===== config.mk =====
export PLATFORM = sky130hd
export DESIGN_NAME = if_fetch_ctrl
export DESIGN_NICKNAME = d
export VERILOG_FILES = /design/src/rtl/if_ctrl_pkg.sv /design/src/rtl/ifc_perf_cnt.sv /design/src/rtl/if_fetch_ctrl.sv
export SDC_FILE = /design/constraint.sdc
export NUM_CORES = 1
export LEC_CHECK = 0
export ABC_AREA = 0
export CAP_MARGIN = 20
export CORE_UTILIZATION = 47
export CTS_CLUSTER_DIAMETER = 150
export DETAILED_ROUTE_END_ITERATION = 7
export GPL_TIMING_DRIVEN = 0
export PLACE_DENSITY = 0.92
export SLEW_MARGIN = 10
export SYNTH_ARGS = -nofsm -noshare
export SYNTH_HDL_FRONTEND = slang
export SYNTH_SLANG_ARGS = --single-unit

===== constraint.sdc =====
create_clock -name clk -period 2.4 [get_ports clk]
set_clock_uncertainty 0.15 [all_clocks]
set_input_delay 0.48 -clock clk [delete_from_list [all_inputs] [get_ports clk]]
set_output_delay 0.48 -clock clk [all_outputs]
set_load 0.05 [all_outputs]

===== src/rtl/if_ctrl_pkg.sv =====
// if_ctrl_pkg: shared types and constants for the instruction-fetch controller.
// Holds the 2-bit FSM encoding, the default XLEN and the ack-wait timer width.
package if_ctrl_pkg;

  typedef enum logic [1:0] {
    IFC_IDLE  = 2'd0,
    IFC_REQ   = 2'd1,
    IFC_HOLD  = 2'd2,
    IFC_DRAIN = 2'd3
  } ifc_state_e;

  localparam int unsigned IFC_XLEN   = 32;
  localparam int unsigned IFC_TMR_W  = 8;
  localparam int unsigned IFC_PERF_W = 32;

  // Saturating increment so the wait timer never wraps back below the limit.
  function automatic logic [IFC_TMR_W-1:0] tmr_inc(input logic [IFC_TMR_W-1:0] t);
    logic [IFC_TMR_W-1:0] r;
    if (t == {IFC_TMR_W{1'b1}}) begin
      r = t;
    end else begin
      r = t + {{(IFC_TMR_W-1){1'b0}}, 1'b1};
    end
    return r;
  endfunction

endpackage


===== src/rtl/ifc_perf_cnt.sv =====
// ifc_perf_cnt: three wrapping event counters (accepted fetches, HOLD cycles, redirects).
// The module only exists when IFC_PERF_CNT_EN is defined.
`ifdef IFC_PERF_CNT_EN
module ifc_perf_cnt
  import if_ctrl_pkg::*;
(
  input  logic                  clk,
  input  logic                  rst_n,
  input  logic                  inc_fetch,
  input  logic                  inc_stall,
  input  logic                  inc_flush,
  output logic [IFC_PERF_W-1:0] perf_fetch,
  output logic [IFC_PERF_W-1:0] perf_stall,
  output logic [IFC_PERF_W-1:0] perf_flush
);

  localparam logic [IFC_PERF_W-1:0] ONE = {{(IFC_PERF_W-1){1'b0}}, 1'b1};

  logic [IFC_PERF_W-1:0] fetch_q, fetch_d;
  logic [IFC_PERF_W-1:0] stall_q, stall_d;
  logic [IFC_PERF_W-1:0] flush_q, flush_d;

  // Next counter values; natural 2^32 wrap.
  always_comb begin
    fetch_d = fetch_q;
    stall_d = stall_q;
    flush_d = flush_q;
    if (inc_fetch) begin
      fetch_d = fetch_q + ONE;
    end else begin
      fetch_d = fetch_q;
    end
    if (inc_stall) begin
      stall_d = stall_q + ONE;
    end else begin
      stall_d = stall_q;
    end
    if (inc_flush) begin
      flush_d = flush_q + ONE;
    end else begin
      flush_d = flush_q;
    end
  end

  // Counter registers.
  always_ff @(posedge clk or negedge rst_n) begin
    if (!rst_n) begin
      fetch_q <= {IFC_PERF_W{1'b0}};
      stall_q <= {IFC_PERF_W{1'b0}};
      flush_q <= {IFC_PERF_W{1'b0}};
    end else begin
      fetch_q <= fetch_d;
      stall_q <= stall_d;
      flush_q <= flush_d;
    end
  end

  assign perf_fetch = fetch_q;
  assign perf_stall = stall_q;
  assign perf_flush = flush_q;

endmodule
`endif


===== src/rtl/if_fetch_ctrl.sv =====
// if_fetch_ctrl: IF-stage sequencer -- PC update control, imem req/ack, one-entry output register.
// Define IFC_PERF_CNT_EN to add the perf_fetch/perf_stall/perf_flush counter outputs.
module if_fetch_ctrl
  import if_ctrl_pkg::*;
#(
  parameter int unsigned XLEN        = IFC_XLEN,
  parameter int unsigned ACK_TIMEOUT = 255
) (
  input  logic            clk,
  input  logic            rst_n,
  input  logic [XLEN-1:0] pc,
  input  logic            br_taken,
  input  logic [XLEN-1:0] br_target,
  input  logic            id_stall,
  output logic            imem_req,
  output logic [XLEN-1:0] imem_addr,
  input  logic            imem_ack,
  input  logic [XLEN-1:0] imem_rdata,
  output logic            pc_we,
  output logic            pc_Sel,
  output logic [XLEN-1:0] pc_branch,
  output logic            inst_valid,
  output logic [XLEN-1:0] inst,
  output logic [XLEN-1:0] inst_pc,
  output logic            err_timeout
`ifdef IFC_PERF_CNT_EN
  ,
  output logic [IFC_PERF_W-1:0] perf_fetch,
  output logic [IFC_PERF_W-1:0] perf_stall,
  output logic [IFC_PERF_W-1:0] perf_flush
`endif
);

  localparam logic [XLEN-1:0]      INSN_BYTES = XLEN'(4);
  localparam logic [IFC_TMR_W-1:0] TMO_LAST   = IFC_TMR_W'(ACK_TIMEOUT - 1);

  ifc_state_e            state_q, state_d;
  logic [XLEN-1:0]       addr_q, addr_d;
  logic [XLEN-1:0]       tgt_q, tgt_d;
  logic [XLEN-1:0]       inst_q, inst_d;
  logic [XLEN-1:0]       inst_pc_q, inst_pc_d;
  logic                  inst_valid_q, inst_valid_d;
  logic [IFC_TMR_W-1:0]  timer_q, timer_d;
  logic                  err_q, err_d;

  assign imem_req = (state_q == IFC_REQ) || (state_q == IFC_DRAIN);

  // FSM next state, PC-update control and output-register refill/consume.
  always_comb begin
    state_d      = state_q;
    addr_d       = addr_q;
    tgt_d        = tgt_q;
    inst_d       = inst_q;
    inst_pc_d    = inst_pc_q;
    inst_valid_d = inst_valid_q & id_stall;
    pc_we        = 1'b0;
    pc_Sel       = 1'b0;
    pc_branch    = tgt_q;
    if (br_taken) begin
      tgt_d        = br_target;
      pc_branch    = br_target;
      inst_valid_d = 1'b0;
    end else begin
      tgt_d = tgt_q;
    end
    case (state_q)
      IFC_IDLE: begin
        state_d = IFC_REQ;
        if (br_taken) begin
          pc_we  = 1'b1;
          pc_Sel = 1'b1;
          addr_d = br_target;
        end else begin
          addr_d = pc;
        end
      end
      IFC_REQ: begin
        if (br_taken) begin
          if (imem_ack) begin
            pc_we   = 1'b1;
            pc_Sel  = 1'b1;
            addr_d  = br_target;
            state_d = IFC_REQ;
          end else begin
            state_d = IFC_DRAIN;
          end
        end else if (imem_ack) begin
          if (!inst_valid_q || !id_stall) begin
            inst_d       = imem_rdata;
            inst_pc_d    = addr_q;
            inst_valid_d = 1'b1;
            pc_we        = 1'b1;
            if (id_stall) begin
              state_d = IFC_HOLD;
            end else begin
              state_d = IFC_REQ;
              addr_d  = pc + INSN_BYTES;
            end
          end else begin
            // Register full and stalled: drop the data without advancing PC, HOLD re-fetches it.
            state_d = IFC_HOLD;
          end
        end else begin
          state_d = IFC_REQ;
        end
      end
      IFC_HOLD: begin
        if (br_taken) begin
          pc_we   = 1'b1;
          pc_Sel  = 1'b1;
          addr_d  = br_target;
          state_d = IFC_REQ;
        end else if (!id_stall) begin
          addr_d  = pc;
          state_d = IFC_REQ;
        end else begin
          state_d = IFC_HOLD;
        end
      end
      IFC_DRAIN: begin
        if (imem_ack) begin
          pc_we   = 1'b1;
          pc_Sel  = 1'b1;
          addr_d  = br_taken ? br_target : tgt_q;
          state_d = IFC_REQ;
        end else begin
          state_d = IFC_DRAIN;
        end
      end
      default: begin
        state_d = IFC_IDLE;
      end
    endcase
  end

  // Ack-wait timer and sticky timeout flag; the request is never aborted.
  always_comb begin
    timer_d = timer_q;
    err_d   = err_q;
    if (imem_ack) begin
      timer_d = {IFC_TMR_W{1'b0}};
    end else if (imem_req) begin
      timer_d = tmr_inc(timer_q);
      if (timer_q == TMO_LAST) begin
        err_d = 1'b1;
      end else begin
        err_d = err_q;
      end
    end else begin
      timer_d = timer_q;
    end
  end

  // State and datapath registers.
  always_ff @(posedge clk or negedge rst_n) begin
    if (!rst_n) begin
      state_q      <= IFC_IDLE;
      addr_q       <= {XLEN{1'b0}};
      tgt_q        <= {XLEN{1'b0}};
      inst_q       <= {XLEN{1'b0}};
      inst_pc_q    <= {XLEN{1'b0}};
      inst_valid_q <= 1'b0;
      timer_q      <= {IFC_TMR_W{1'b0}};
      err_q        <= 1'b0;
    end else begin
      state_q      <= state_d;
      addr_q       <= addr_d;
      tgt_q        <= tgt_d;
      inst_q       <= inst_d;
      inst_pc_q    <= inst_pc_d;
      inst_valid_q <= inst_valid_d;
      timer_q      <= timer_d;
      err_q        <= err_d;
    end
  end

  assign imem_addr   = addr_q;
  assign inst        = inst_q;
  assign inst_pc     = inst_pc_q;
  assign inst_valid  = inst_valid_q;
  assign err_timeout = err_q;

`ifdef IFC_PERF_CNT_EN
  // A PC load without branch select only happens on an accepted fetch.
  ifc_perf_cnt u_perf (
    .clk        (clk),
    .rst_n      (rst_n),
    .inc_fetch  (pc_we && !pc_Sel),
    .inc_stall  (state_q == IFC_HOLD),
    .inc_flush  (br_taken),
    .perf_fetch (perf_fetch),
    .perf_stall (perf_stall),
    .perf_flush (perf_flush)
  );
`endif

endmodule


# After elaboration in Yosys (flattened, before gate mapping)
# Index checks and enable logic that the tools add are counted.
# Widths: inputs -> output; s select.
classes:
  n_eq_ne: 11
  bitwise_logic: 3
  muxes: 34
  addsub: 2
  reduce_logical: 11
op_table:
  columns: ["cell", "n"]
  rows:
  - ["$mux 32", 10]
  - ["$pmux 32 s4", 1]
  - ["$add 32x3->32 const B", 1]
  - ["$mux 8", 3]
  - ["$eq 8x8->1 const B", 2]
  - ["$mux 2", 6]
  - ["$mux 1", 11]
  - ["$add 8x1->8 const B", 1]
  - ["$pmux 2 s4", 1]
  - ["$ne 2x2->1 const B", 3]
  - ["$ne 3x3->1 const B", 2]
  - ["$pmux 1 s3", 2]
  - ["$reduce_and 5->1", 1]
  - ["$eq 2x2->1 const B", 2]
  - ["$reduce_and 4->1", 1]
  - ["$ne 3x2->1 const B", 1]
  - ["$reduce_and 3->1", 1]
  - ["$eq 2x1->1 const B", 1]
  - ["$logic_not 1->1", 2]
  - ["$logic_not 2->1", 1]
  - ["$logic_or 1x1->1", 2]
  - ["$not 1->1", 2]
  - ["$reduce_and 2->1", 1]
  - ["$reduce_bool 2->1", 1]
  - ["2 further kinds", 2]
word_totals:
  output_inout_bits: 133
  register_bits: 140
  in_bits: 101
  wordCells: 69

# Longest topological paths before layout
logic_depth:
  depth_word: 6
  ltp_mapped: 8

# Worst setup path after synthesis
# Ideal clock, no wire load.
synth_timing:
  path_kind: "input to output"
  startpoint: "input port br_taken"
  endpoint: "output port pc_branch[17]"
  arrival_ns: 2.309
  path_slack_ns: -0.539
  path_stages: 5
  path_buffers: 4
  required_ns: 1.770
  path_cell_list: "buf_4 > buf_2 > clkbuf_1 > clkbuf_1 > o21ai_0"
synth_between:
  elab_chain_len: 1
synth_rtl:
  columns: ["item", "line", "source"]
  rows:
  - ["from (decl)", "if_fetch_ctrl.sv:12", "input logic br_taken,"]
  - ["$mux 32", "if_fetch_ctrl.sv:59", "if (br_taken) begin"]
  - ["to (decl)", "if_fetch_ctrl.sv:21", "output logic [XLEN-1:0] pc_branch,"]
# Every way passes these cells.

# Final worst setup path
layout_timing:
  startpoint: "input port pc[11]"
  endpoint: "register addr_q[18] (netlist: imem_addr[18])"
layout_between:
  elab_chain_len: 6
layout_rtl:
  columns: ["item", "line", "source"]
  rows:
  - ["from (decl)", "if_fetch_ctrl.sv:11", "input logic [XLEN-1:0] pc,"]
  - ["$add 32x3->32", "if_fetch_ctrl.sv:97", "addr_d = pc + INSN_BYTES;"]
  - ["$mux 32", "if_fetch_ctrl.sv:93", "if (id_stall) begin"]
  - ["$mux 32", "if_fetch_ctrl.sv:88", "if (!inst_valid_q || !id_stall) begin"]
  - ["$mux 32", "if_fetch_ctrl.sv:87", "end else if (imem_ack) begin"]
  - ["$mux 32", "if_fetch_ctrl.sv:78", "if (br_taken) begin"]
  - ["$pmux 32 s4", "if_fetch_ctrl.sv:66", "case (state_q)"]
  - ["to (signal assigned)", "if_fetch_ctrl.sv:158", "addr_q <= {XLEN{1'b0}};"]
  - ["to (signal assigned)", "if_fetch_ctrl.sv:167", "addr_q <= addr_d;"]
  - ["to (decl)", "if_fetch_ctrl.sv:38", "logic [XLEN-1:0] addr_q, addr_d;"]
# Every way passes these cells. The select of a mux whose other input is x is not followed.
# A chain may end at the register's enable or synchronous reset.

==> impl_results.md <==
- Fmax: 417.1 MHz
- DR vias/cell: 6.146
- Gate count of the mapped netlist: 648
- GPL Wtd Cong: 0.9422
- # port buffers: 231
- Post-Layout Cell Count: 1,099
- Chip width: 124.7 um
- Number of synthesized flops with an enable pin: 0
- Power consumption: 10.90 mW
- Ys async rst share: 1.000
- Leak: 4.434 nW
- Die area: 15,550 um^2
- Drt initial violations: 854
- Rows: 44
- Req. time, crit path: 2.55 ns
- Post-synth top flop: dfrtp_1
- Worst path max stage delay: 0.67 ns
- Syn_nets: 752
- Share of cells above drive strength 1: 0.2317
- DRC violations left: 0
- Yosys cell types: 56
- Mapped Area: 7076 um^2
- Minimum clock period after layout: 2.398 ns
- WP data arrival: 2.55 ns
- Nets: 1,007
- Vias in the first global route: 6,466
- Largest net degree at the start of global routing: 91
- Clock transition at the registers of the reported paths: 0.06 ns
- Max_cap viols: 0
- Pre-antenna DRT Iters: 5
- Ys Warns: 0
- Initial antenna violation count: 0
- Core area: 14,590 um^2
- Critical-path top delay cell: clkdlybuf4s50_1
- Vias: 6,755
- Final Setup Violations: 0
- CP max FO: 6
- Synthesized flop and latch total: 140
- Syn avg cell area: 10.92 um^2
- Placed Cells: 1,064
- Clk Latency, worst-skew pair: 0.43 ns
- Initial core utilization: 0.4850
- Hold Worst Slack: 0.3287 ns
- TritonCTS clock tree: built
- DRT Wirelength: 23.80 mm
- DRT antenna net count: 0
- Post-synthesis sequential area ratio: 0.4951
- Clk root buf: clkbuf_16
- H-Tree Depth: 4
- P per Cell Area: 1048 nW/um^2
- Critical-path cell list: clkdlybuf4s50_1 -> nand4_4 -> nor4_4 -> nand2b_1 -> mux2i_1 -> a221o_1
- Top Ports: 234
- Worst setup SP type: input port
- GR Overflow Total: 0
- Min-Delay Path Class: reg2reg
- CTS Buf Count: 17
- CP Capture Type: flop
- Area Growth Syn to Fin: 47.04%
- Rel. slew slack: 0.5903
- Final Hold Violating Endpoints: 0
- Period utilization: 0.9990
- Gr usage total: 0.3057
- Overall die height: 124.7 um
- Critical path class: in2reg
- Deepest clock path buffer count: 2
- Slew Limit Fails: 0
- WL/cell: 21.66 um
- Max VDD drop: 0.0004965 V
- Run status: completed
- Post-DP HPWL: 17.32 mm
- Worst-Margin Slew: 0.6145 ns
- Clock Sinks: 140
- Number of diodes: 0
- Global-route wire length before repair: 36.51 mm
==> cells in the mapped netlist (2+ instances only) <==
master     instances  area (um^2)
dfrtp_1          140         3503
mux2_2            88        991.0
o21ai_0           48        240.2
nand2_1           40        150.1
nor2_1            40        150.1
mux2i_1           25        250.2
a21oi_1           22        110.1
buf_2             22        110.1
o22ai_1           19        118.9
a211oi_1          18        135.1
clkbuf_1          18        67.56
nand3_1           16        80.08
a31oi_1           14        87.58
inv_1             14        52.55
a221o_1           12        120.1
nand4_1           12        75.07
nand2b_1           9        56.30
and2_1             7        43.79
nor3_1             7        35.03
xor2_1             7        61.31
and4_1             5        43.79
xnor2_1            5        43.79
a21o_1             4        30.03
and3_1             4        25.02
buf_1              3        11.26
ha_1               3        37.54
nor4_1             3        18.77
nor4_4             3        63.81
o2111ai_1          3        26.28
o221ai_1           3        26.28
a21boi_0           2        15.01
a221oi_1           2        17.52
a41oi_1            2        17.52
nand4_4            2        42.54
nor2b_1            2        12.51
nor3_2             2        20.02
o211ai_1           2        15.01
o31ai_1            2        15.01
==> worst max-delay path: cells and delay by family <==
family,cells,cell delay (ns)
multiplexers,1,0.15
AND/OR/NAND/NOR,3,0.94
AO/OA/AOI/OAI,1,0.30
buffers and inverters,1,0.67
==> cells in the final DEF, fill, tap and decap left out, drive strengths merged, types with 12 or more instances in the layout <==
| cell type | Yosys | final |
|---|---|---|
| nand4 | 15 | 15 |
| buf | 26 | 64 |
| a31oi | 14 | 14 |
| mux2i | 25 | 25 |
| a211oi | 18 | 18 |
| nor2 | 40 | 40 |
| o22ai | 19 | 19 |
| a21oi | 22 | 22 |
| dfrtp | 140 | 140 |
| a221o | 12 | 12 |
| inv | 15 | 17 |
| nand3 | 17 | 17 |
| clkdlybuf4s50 | 0 | 192 |
| mux2 | 89 | 89 |
| o21ai | 49 | 49 |
| clkbuf | 18 | 35 |
| nand2 | 40 | 40 |
==> final cells by class <==
cell class / count / area (um^2)
fill: 997 / 4185
sequential: 140 / 3503
multi-input combinational: 449 / 3392
timing repair buffer: 238 / 2306
clock buffer: 21 / 450.4
buffer: 42 / 277.8
tap: 184 / 230.2
clock inverter: 10 / 187.7
inverter: 15 / 56.30
==> state kept, by name (all words and copies together), names as in the netlist <==
register,cells
imem_addr,32
inst,32
inst_pc,32
tgt_q,32
timer_q,8
state_q,2
err_timeout,1
inst_valid,1
==> metal layers <==
metal  part of all wire  track usage  vias to the layer above
met5                  0            0                        -
met4              0.043       0.1417                        0
met3              0.092      0.07646                      103
met2               0.48       0.5076                      509
met1               0.38       0.3727                     3222
li1                   -            -                     2921
==> logic make-up (layout without fill, tap and decap cells) <==
| logic type | Yosys count | count (layout) | synth area share |
|---|---|---|---|
| AOI/OAI and AO/OA | 160 | 160 | 0.1464 |
| and+or+nand+nor | 160 | 160 | 0.1256 |
| DFF | 140 | 140 | 0.4951 |
| muxes | 114 | 114 | 0.1770 |
| buffers and inverters | 59 | 326 | 0.03572 |
| xor gates and xnor gates | 12 | 12 | 0.01485 |
| adders and majority gates | 3 | 3 | 0.005306 |
==> report_power, final <==
part / switching (mW) / leakage [nW] / internal, mW / total (mW)
registers: 0.381 / 1.68 / 2.94 / 3.32
logic: 3.04 / 2.45 / 1.66 / 4.69
clock network: 1.01 / 0.304 / 1.87 / 2.88
total: 4.43 / 4.43 / 6.47 / 10.9
==> what timing repair did <==
item,4_1_cts,5_1_grt
hold buffers,1,0
gates resized for setup,207,32
setup endpoints to repair,40,30
pin swaps,2,3
gates cloned,0,0
buffers inserted,0,5
endpoints found under the hold margin,50,0
==> final timing paths <==
| path | from | endpoint | slack, ns | cells after the start |
|---|---|---|---|---|
| setup / recovery | pc[11] | imem_addr[18] | 0.002 | 6 |
| hold / removal | err_timeout | err_timeout | 0.33 | 1 |
| setup reg to reg | state_q[1] | imem_addr[11] | 0.13 | 7 |
| hold reg to reg | err_timeout | err_timeout | 0.33 | 1 |
| max in group asynchronous | rst_n | timer_q[1] | 0.83 | 3 |
| min in group asynchronous | rst_n | inst[9] | 0.46 | 2 |
==> per-stage QoR <==
step	instance area [um^2]	setup TNS [ns]	util	setup WS, ns
after floorplan	7086	-1.364	-	-0.1704
after global placement	9628	-714.11	0.6599	-4.845
after detailed placement	9657	-38.07	0.6619	-1.171
after CTS	10300	0	0.7061	0.0003455
after global routing	10400	-0.04647	0.7131	-0.03567
final	10400	0	0.7131	0.002447
No activity file was read; power rests on OpenSTA's default activity.
